`config.mk`:
```
export PLATFORM = sky130hd
export DESIGN_NAME = div16x8_seq_flat
export DESIGN_NICKNAME = d
export VERILOG_FILES = /design/src/rtl/div_seq_pkg.sv /design/src/rtl/div16x8_seq_if.sv /design/src/rtl/div_step.sv /design/src/rtl/div16x8_seq.sv /design/src/flat_wrapper.sv
export SDC_FILE = /design/constraint.sdc
export NUM_CORES = 1
export LEC_CHECK = 0
export BUFFER_PORTS_ARGS = -buffer_cell sky130_fd_sc_hd__buf_2
export CORE_MARGIN = 2
export CORE_UTILIZATION = 27
export DETAILED_ROUTE_END_ITERATION = 10
export GPL_ROUTABILITY_DRIVEN = 0
export SYNTH_ARGS = -nofsm -noshare
export SYNTH_HDL_FRONTEND = slang
export SYNTH_SLANG_ARGS = --single-unit
export TNS_END_PERCENT = 50
```
`constraint.sdc`:
```
create_clock -name clk -period 2.4 [get_ports clk]
set_input_delay 0.36 -clock clk [delete_from_list [all_inputs] [get_ports clk]]
set_output_delay 0.36 -clock clk [all_outputs]
set_load 0.01 [all_outputs]
```
`src/rtl/div_seq_pkg.sv`:
```
// Shared types and constants for the sequential 2W/W unsigned divider.
package div_seq_pkg;

    // Default divisor/quotient/remainder width; the dividend is twice as wide.
    localparam int DIV_W = 8;

    typedef enum logic [1:0] {
        IDLE = 2'd0,
        RUN  = 2'd1,
        DONE = 2'd2
    } div_state_e;

    // Bits needed to count W-1 down to 0 (never narrower than one bit).
    function automatic int cnt_width(input int w);
        return (w > 1) ? $clog2(w) : 1;
    endfunction

endpackage

```
`src/rtl/div16x8_seq_if.sv`:
```
// Request/result bundle of the sequential divider.
interface div16x8_seq_if
    import div_seq_pkg::*;
#(
    parameter int W = DIV_W
);
    logic           start;
    logic [2*W-1:0] dividend;
    logic [W-1:0]   divisor;
    logic           busy;
    logic           done;
    logic [W-1:0]   quotient;
    logic [W-1:0]   remainder;
    logic           div_by_zero;
    logic           overflow;

    // Requester side.
    modport master (
        output start, dividend, divisor,
        input  busy, done, quotient, remainder, div_by_zero, overflow
    );

    // Divider side.
    modport slave (
        input  start, dividend, divisor,
        output busy, done, quotient, remainder, div_by_zero, overflow
    );
endinterface

```
`src/rtl/div_step.sv`:
```
// One restoring division step: shift in a dividend bit, trial-subtract the divisor.
module div_step
    import div_seq_pkg::*;
#(
    parameter int W = DIV_W
) (
    input  logic [W:0]   rem_i,
    input  logic         bit_i,
    input  logic [W-1:0] divisor_i,
    output logic [W:0]   rem_o,
    output logic         qbit_o
);
    logic [W+1:0] shifted;

    // Compare on the full shifted width so no carry is lost; the kept
    // remainder is always below the divisor, so W+1 bits hold it.
    always_comb begin
        shifted = {rem_i, bit_i};
        qbit_o  = (shifted >= {2'b00, divisor_i});
        rem_o   = qbit_o ? (shifted[W:0] - {1'b0, divisor_i}) : shifted[W:0];
    end
endmodule

```
`src/rtl/div16x8_seq.sv`:
```
// Radix-2 restoring unsigned divider: 2W-bit dividend by W-bit divisor,
// one quotient bit per RUN cycle, with divide-by-zero and overflow detection.
module div16x8_seq
    import div_seq_pkg::*;
#(
    parameter int W = DIV_W
) (
    input  logic          clk,
    input  logic          rst,
    div16x8_seq_if.slave  bus
);
    localparam int CNT_W = cnt_width(W);

    div_state_e     state_q;
    logic [W:0]     rem_q;        // partial remainder
    logic [2*W-1:0] dvd_q;        // dividend bits still to be shifted in, MSB first
    logic [W-1:0]   dsr_q;        // latched divisor
    logic [W-1:0]   quo_q;        // quotient under construction
    logic [CNT_W-1:0] cnt_q;      // remaining RUN steps minus one
    logic           special_q;    // result already decided at accept; just wait one cycle
    logic           busy_q;
    logic           done_q;
    logic           dbz_q;
    logic           ovf_q;
    logic [W-1:0]   quot_res_q;
    logic [W-1:0]   rem_res_q;

    logic [W:0]     rem_d;
    logic           qbit_d;

    div_step #(.W(W)) u_step (
        .rem_i     (rem_q),
        .bit_i     (dvd_q[2*W-1]),
        .divisor_i (dsr_q),
        .rem_o     (rem_d),
        .qbit_o    (qbit_d)
    );

    // Control FSM plus datapath; all outputs come straight from registers.
    always_ff @(posedge clk or posedge rst) begin
        if (rst) begin
            state_q    <= IDLE;
            rem_q      <= '0;
            dvd_q      <= '0;
            dsr_q      <= '0;
            quo_q      <= '0;
            cnt_q      <= '0;
            special_q  <= 1'b0;
            busy_q     <= 1'b0;
            done_q     <= 1'b0;
            dbz_q      <= 1'b0;
            ovf_q      <= 1'b0;
            quot_res_q <= '0;
            rem_res_q  <= '0;
        end else begin
            unique case (state_q)
                IDLE: begin
                    if (bus.start) begin
                        dsr_q     <= bus.divisor;
                        rem_q     <= {1'b0, bus.dividend[2*W-1:W]};
                        dvd_q     <= {bus.dividend[W-1:0], {W{1'b0}}};
                        quo_q     <= '0;
                        cnt_q     <= CNT_W'(W - 1);
                        dbz_q     <= 1'b0;
                        ovf_q     <= 1'b0;
                        special_q <= 1'b0;
                        state_q   <= RUN;
                        busy_q    <= 1'b1;
                        if (bus.divisor == '0) begin
                            special_q  <= 1'b1;
                            dbz_q      <= 1'b1;
                            quot_res_q <= '1;
                            rem_res_q  <= bus.dividend[W-1:0];
                        end else if (bus.dividend[2*W-1:W] >= bus.divisor) begin
                            // High half already >= divisor: quotient cannot fit W bits.
                            special_q  <= 1'b1;
                            ovf_q      <= 1'b1;
                            quot_res_q <= '1;
                            rem_res_q  <= '1;
                        end
                    end
                end
                RUN: begin
                    rem_q        <= rem_d;
                    dvd_q        <= {dvd_q[2*W-2:0], 1'b0};
                    quo_q[cnt_q] <= qbit_d;
                    cnt_q        <= cnt_q - CNT_W'(1);
                    if (special_q) begin
                        state_q <= DONE;
                        busy_q  <= 1'b0;
                        done_q  <= 1'b1;
                    end else if (cnt_q == '0) begin
                        state_q    <= DONE;
                        busy_q     <= 1'b0;
                        done_q     <= 1'b1;
                        // Bit 0 of quo_q is still clear here; the last step supplies it.
                        quot_res_q <= quo_q | W'(qbit_d);
                        rem_res_q  <= rem_d[W-1:0];
                    end
                end
                DONE: begin
                    state_q <= IDLE;
                    done_q  <= 1'b0;
                end
                default: begin
                    state_q <= IDLE;
                    busy_q  <= 1'b0;
                    done_q  <= 1'b0;
                end
            endcase
        end
    end

    assign bus.busy        = busy_q;
    assign bus.done        = done_q;
    assign bus.quotient    = quot_res_q;
    assign bus.remainder   = rem_res_q;
    assign bus.div_by_zero = dbz_q;
    assign bus.overflow    = ovf_q;

endmodule
```
`src/flat_wrapper.sv`:
```
// flat-port wrapper written by rule: the top's interface ports become plain ports
module div16x8_seq_flat import div_seq_pkg::*;
#(
    parameter int W = DIV_W
)
  (clk, rst, bus_start, bus_dividend, bus_divisor, bus_busy, bus_done, bus_quotient, bus_remainder, bus_div_by_zero, bus_overflow);
  div16x8_seq_if #(.W(W)) bus_i ();
  input  logic clk;
  input  logic rst;
  input wire logic [$bits(bus_i.start)-1:0] bus_start;
  input wire logic [$bits(bus_i.dividend)-1:0] bus_dividend;
  input wire logic [$bits(bus_i.divisor)-1:0] bus_divisor;
  output wire logic [$bits(bus_i.busy)-1:0] bus_busy;
  output wire logic [$bits(bus_i.done)-1:0] bus_done;
  output wire logic [$bits(bus_i.quotient)-1:0] bus_quotient;
  output wire logic [$bits(bus_i.remainder)-1:0] bus_remainder;
  output wire logic [$bits(bus_i.div_by_zero)-1:0] bus_div_by_zero;
  output wire logic [$bits(bus_i.overflow)-1:0] bus_overflow;
  assign bus_i.start = bus_start;
  assign bus_i.dividend = bus_dividend;
  assign bus_i.divisor = bus_divisor;
  assign bus_busy = bus_i.busy;
  assign bus_done = bus_i.done;
  assign bus_quotient = bus_i.quotient;
  assign bus_remainder = bus_i.remainder;
  assign bus_div_by_zero = bus_i.div_by_zero;
  assign bus_overflow = bus_i.overflow;
  div16x8_seq #(.W(W)) u_core (.clk(clk), .rst(rst), .bus(bus_i));
endmodule
```
After elaboration in Yosys (flattened, before gate mapping)
Cells that the tools add are included.
{"block": "op_classes", "mux": 38, "reduce_logical": 11, "addsub": 2, "magnitude_cmp": 4, "n_eq_ne": 7, "bitwise": 3}
{"op": "2-to-1 mux 8 bit", "count": 10}
{"op": "case mux 8 bit (2 select lines)", "count": 3}
{"op": "case mux 16 bit (2 select lines)", "count": 1}
{"op": "2-to-1 mux 9 bit", "count": 2}
{"op": "case mux 9 bit (2 select lines)", "count": 1}
{"op": "2-to-1 mux 16 bit", "count": 1}
{"op": "greater-or-equal comparator 10 x 8 -> 1 bit", "count": 1}
{"op": "2-to-1 mux 1 bit", "count": 10}
{"op": "subtractor 9 x 8 -> 9 bit", "count": 1}
{"op": "bitwise mux 8 bit", "count": 1}
{"op": "greater-or-equal comparator 8 bit", "count": 1}
{"op": "zero test 8 bit", "count": 1}
{"op": "bitwise OR 8 x 1 -> 8 bit", "count": 1}
{"op": "AND reduction 2 bit", "count": 4}
{"op": "2-to-1 mux 2 bit", "count": 3}
{"op": "!= test 3 x 1 -> 1 bit (second input constant)", "count": 2}
{"op": "case mux 3 bit (2 select lines)", "count": 1}
{"op": "AND reduction 5 bit", "count": 1}
{"op": "< comparator 3 x 4 -> 1 bit (second input constant)", "count": 1}
{"op": "!= test 2 bit (second input constant)", "count": 2}
{"op": "case mux 2 bit (2 select lines)", "count": 1}
{"op": "demux 1 bit (select 3 bit)", "count": 1}
{"op": "greater-or-equal comparator 3 x 1 -> 1 bit (second input constant)", "count": 1}
{"op": "zero test 3 bit", "count": 1}
{"op": "12 further kinds", "count": 13}
{"block": "word_totals", "register_bits": 67, "output_inout_bits": 20}

Logic depth before layout (Yosys ltp)
{"block": "logic_depth", "ltp_word": 6, "ltp_mapped": 12}

Hierarchy
A second synthesis with hierarchy kept.
{"block": "unflattened", "hier_cells": 380, "area_unflattened_um2": 3363.2}
{"module": "div16x8_seq", "instances": 1, "area_each_um2": 2840.2, "cells_each": 305}
{"module": "div_step", "instances": 1, "area_each_um2": 523.0, "cells_each": 75}

Worst setup path before layout
No wires, ideal clock.
{"block": "synth_timing", "path_kind": "register to register", "startpoint": "reg u_core.dvd_q[15]", "endpoint": "reg u_core.rem_q[8]", "arrival_ps": 2423, "stages_incl_launch_ff": 12, "slack_ps": -145, "cell_sequence": "dfrtp_1 > inv_1 > ha_1 > inv_1 > fa_1 > a211oi_2 > o21ai_1 > a2111o_1 > buf_6 > buf_8 > buf_6 > a32o_1"}
{"block": "synth_via", "elab_chain_len": 3}
{"item": "start: declaration", "line_no": "div16x8_seq.sv:16", "text": "logic [2*W-1:0] dvd_q;"}
{"item": "start signal: assignment", "line_no": "div16x8_seq.sv:61", "text": "dvd_q <= {bus.dividend[W-1:0], {W{1'b0}}};"}
{"item": "start signal: assignment", "line_no": "div16x8_seq.sv:85", "text": "dvd_q <= {dvd_q[2*W-2:0], 1'b0};"}
{"item": "subtractor 9 x 8 -> 9 bit or greater-or-equal comparator 10 x 8 -> 1 bit (tied branches)", "line_no": "div_step.sv:20, div_step.sv:19"}
{"item": "2-to-1 mux 9 bit *", "line_no": "div_step.sv:20", "text": "rem_o = qbit_o ? (shifted[W:0] - {1'b0, divisor_i}) : shifted[W:0];"}
{"item": "case mux 9 bit (2 select lines) *", "line_no": "div16x8_seq.sv:56", "text": "unique case (state_q)"}
{"item": "end signal: assignment", "line_no": "div16x8_seq.sv:60", "text": "rem_q <= {1'b0, bus.dividend[2*W-1:W]};"}
{"item": "end signal: assignment", "line_no": "div16x8_seq.sv:84", "text": "rem_q <= rem_d;"}
{"item": "end: declaration", "line_no": "div16x8_seq.sv:15", "text": "logic [W:0] rem_q;"}
Every way passes the cells marked *; elsewhere a longest branch is shown, timed or not.
A chain may end at the register's enable or synchronous reset.

Final worst setup path
{"block": "layout_timing", "startpoint": "reg u_core.dvd_q[15]", "endpoint": "reg u_core.rem_res_q[1], in the netlist u_core.bus.remainder[1]"}
{"block": "layout_via", "elab_chain_len": 5}
{"item": "subtractor 9 x 8 -> 9 bit or greater-or-equal comparator 10 x 8 -> 1 bit (tied branches)", "line_no": "div_step.sv:20, div_step.sv:19"}
{"item": "2-to-1 mux 9 bit *", "line_no": "div_step.sv:20"}
{"item": "2-to-1 mux 8 bit *", "line_no": "div16x8_seq.sv:92", "text": "end else if (cnt_q == '0) begin"}
{"item": "2-to-1 mux 8 bit *", "line_no": "div16x8_seq.sv:88", "text": "if (special_q) begin"}
{"item": "case mux 8 bit (2 select lines) *", "line_no": "div16x8_seq.sv:56"}
{"item": "end signal: assignment", "line_no": "div16x8_seq.sv:73", "text": "rem_res_q <= bus.dividend[W-1:0];"}
{"item": "end signal: assignment", "line_no": "div16x8_seq.sv:98", "text": "rem_res_q <= rem_d[W-1:0];"}
{"item": "end: declaration", "line_no": "div16x8_seq.sv:26", "text": "logic [W-1:0] rem_res_q;"}
Every way passes the cells marked *; elsewhere a longest branch is shown, timed or not. The select of a mux whose other input is x is not followed.

==> impl_metrics.py <==
metrics = {
    "grt": {
        "antenna_found_initial": 0,
        "grt_pass1_vias": 2648,
        "grt-ovfl-total": 0,
        "grt_pass1_wl_um": 13900,
        "grt_start_max_net_pins": 60,
        "grt_use_total_pct": 13.8,
    },
    "placed_design": {
        "io_buffers": 46,
        "hpwl_um": 6170,
    },
    "pwr": {
        "p_per_area_nw_per_um2": 1650,
        "total_power_mw": 6.89,
        "ir_drop_v": 0.000501,
        "p_leak_nw": 1.98,
    },
    "timing": {
        "fmaxAchievable_ghz": 0.398,
        "slew_headroom_pct": 48.9,
        "finalCritPeriodShare_pct": 105,
        "worst_hold_slack_ps": 249,
        "rsz0062_at_grt": "true",
        "slew_viol_final": 0,
        "setup_slack_ps": -112,
        "tns_ps": -1320,
        "timing_hold_violations_final": 0,
        "fin_skew_ps": 6.78,
        "post-route-min-period_ps": 2510,
        "tightest_slew_ps": 767,
        "finalSetupViolations": 24,
    },
    "setup_path": {
        "r2r_start": "u_core.dvd_q[15]",
        "required_ps": 2610,
        "criticalPathCategory": "reg -> reg",
        "crit_start": "u_core.dvd_q[15]",
        "cp_max_fo": 6,
        "startpoint_type": "flip-flop",
        "cp-end-kind": "flip-flop",
        "crit_arrival_ps": 2720,
        "rr_worst_depth": 11,
    },
    "floorplanning": {
        "die_w_um": 114,
        "die_area_um2": 13000,
        "num_rows": 40,
        "coreArea_um2": 11900,
        "ios": 47,
        "die_h_um": 114,
        "start_util_pct": 27.4,
    },
    "clock_network": {
        "cts_tree": "done",
        "cts_buffers": 9,
        "clk_path_buf_depth": 2,
        "cts_hold_buf": 0,
        "worst_skew_pair.late_latency_ps": 330,
        "path_clk_slew_ps": 50,
        "cts.sink_count": 59,
        "cts_max_level": 3,
        "cts_root_buf": "clkbuf_16",
    },
    "layout": {
        "syn_to_final_growth_pct": 27.5,
        "fill_cells": 1206,
        "seqCellArea_um2": 1480,
        "drive_gt1_share_pct": 26.4,
        "antennaDiodeCount": 0,
        "nets": 459,
        "multi_input_area_um2": 1670,
    },
    "route": {
        "routed_wl_um": 8550,
        "drc": 0,
        "drt_pass1_iterations": 5,
        "vias": 2780,
        "ant_nets": 0,
        "avgRoutedWirePerCell_um": 15.2,
        "via_per_inst": 4.93,
        "dr.first_iter.drc_count": 189,
    },
    "yosys": {
        "synth_ff_type": "dfrtp_1",
        "synthArstFlopShare_pct": 100,
        "netlist_instances": 355,
        "ys.warnings.count": 0,
        "syn_area_per_cell_um2": 9.20,
        "synth_top_area_share_pct": 45.2,
        "synth_edf_count": 0,
        "synth-seq-cells": 59,
        "synth.area.top_cells": "dfrtp_1 (45%), ha_1 (6.9%), nand2_1 (5.6%)",
        "synth_area_um2": 3270,
        "ys_top_cells_by_count": "dfrtp_1 (59), nand2_1 (49), nor2_1 (37)",
        "yosysMostFrequentCell": "dfrtp_1",
        "syn_nets": 401,
        "yosysSeqAreaShare_pct": 45.2,
        "yosysTopAreaCell": "dfrtp_1",
        "yosysUniqueCellTypes": 52,
    },
    "min_path": {
        "hp-class": "in -> async",
    },
    "run_status": {
        "status": "complete, but fails checks",
        "violations": "setup timing",
    },
    "flow_run": {
        "maxCapViolations": 0,
    },
}
## sequential cells by signal, summed over array words and instances (netlist names)
| name | cells |
|---|---|
| u_core.bus.div_by_zero | 1 |
| u_core.bus.remainder | 8 |
| u_core.quo_q | 8 |
| u_core.rem_q | 9 |
| u_core.dsr_q | 8 |
| u_core.bus.overflow | 1 |
| u_core.dvd_q | 8 |
| u_core.bus.busy | 1 |
| u_core.special_q | 1 |
| u_core.cnt_q | 3 |
| u_core.state_q | 2 |
| u_core.bus.done | 1 |
| u_core.bus.quotient | 8 |
## where the power goes
part / total (mW) / internal, mW / switching [mW] / leakage [nW]
clock network: 1.29 / 0.852 / 0.434 / 0.146
logic: 3.80 / 1.71 / 2.09 / 1.13
registers: 1.80 / 1.46 / 0.343 / 0.710
## area by class of cell
type,count,share of cell area (%)
clock buffer,13,6.25
timing repair buffer,68,10.4
tap,147,4.42
multi-input combinational,247,40.2
inverter,28,2.52
clock inverter,2,0.841
sequential,59,35.4
## per-stage QoR
stage | instance area (um2) | util (%) | setup slack (ps) | cells
detailed placement | 3710 | 31.1 | -60.8 | 545
global placement | 3710 | 31.1 | 5.34 | 545
floorplan | 3270 | - | -8.87 | 355
finish | 4170 | 35.0 | -112 | 564
CTS | 4040 | 33.9 | -41.5 | 561
global route | 4170 | 35.0 | -228 | 564
## kinds of logic after synthesis
| kind of cell | after synthesis | share of synthesized area [%] |
|---|---|---|
| multiplexers | 13 | 3.98 |
| AO/OA/AOI/OAI | 94 | 18.9 |
| buffers and inverters | 49 | 6.70 |
| AND/OR/NAND/NOR | 116 | 16.4 |
| flip-flops | 59 | 45.2 |
| adder cells (fa/ha/maj) | 19 | 7.51 |
| XOR/XNOR | 5 | 1.34 |
## placed cells by master, fill, tap and decap left out, types with 9 or more instances in the layout
cell | netlist | final
a31oi_1 | 10 | 9
buf_2 | 1 | 46
buf_4 | 0 | 17
clkbuf_16 | 0 | 10
dfrtp_1 | 59 | 59
ha_1 | 18 | 17
inv_1 | 28 | 26
nand2_1 | 49 | 49
nor2_1 | 37 | 34
o21ai_0 | 36 | 28
o21ai_1 | 2 | 9
## layer usage
| metal | global-route usage (%) | part of all wire (%) |
|---|---|---|
| met5 | 0 | 0 |
| met3 | 3.99 | 5.9 |
| met2 | 21.0 | 45 |
| met1 | 18.7 | 48 |
| met4 | 4.55 | 1.0 |
## repair_timing
action,in CTS,in global routing
gates cloned,0,1
endpoints found under the setup margin,8,26
pin swaps,1,13
resized for setup,11,21
buffers inserted,1,3
## worst max-delay path, cell delays in order, from the launching register on
cell and delay [ps]:
dfrtp_1 370, inv_1 60, ha_2 180, inv_2 40, fa_2 360, a211oi_4 290
o21ai_2 80, a2111o_1 450, buf_6 160, mux2i_2 220, o2bb2ai_2 130, o21ai_1 70
## worst paths after layout
path / slack (ps) / endpoint
setup reg to reg: -110 / u_core.bus.remainder[1]
hold / removal: 250 / u_core.bus.quotient[4]
min in group clk: 290 / u_core.dvd_q[8]
hold reg to reg: 470 / u_core.bus.quotient[3]
max in group asynchronous: 1640 / u_core.dvd_q[15]
setup / recovery: -110 / u_core.bus.remainder[1]
(Power assumes the default switching activity.)
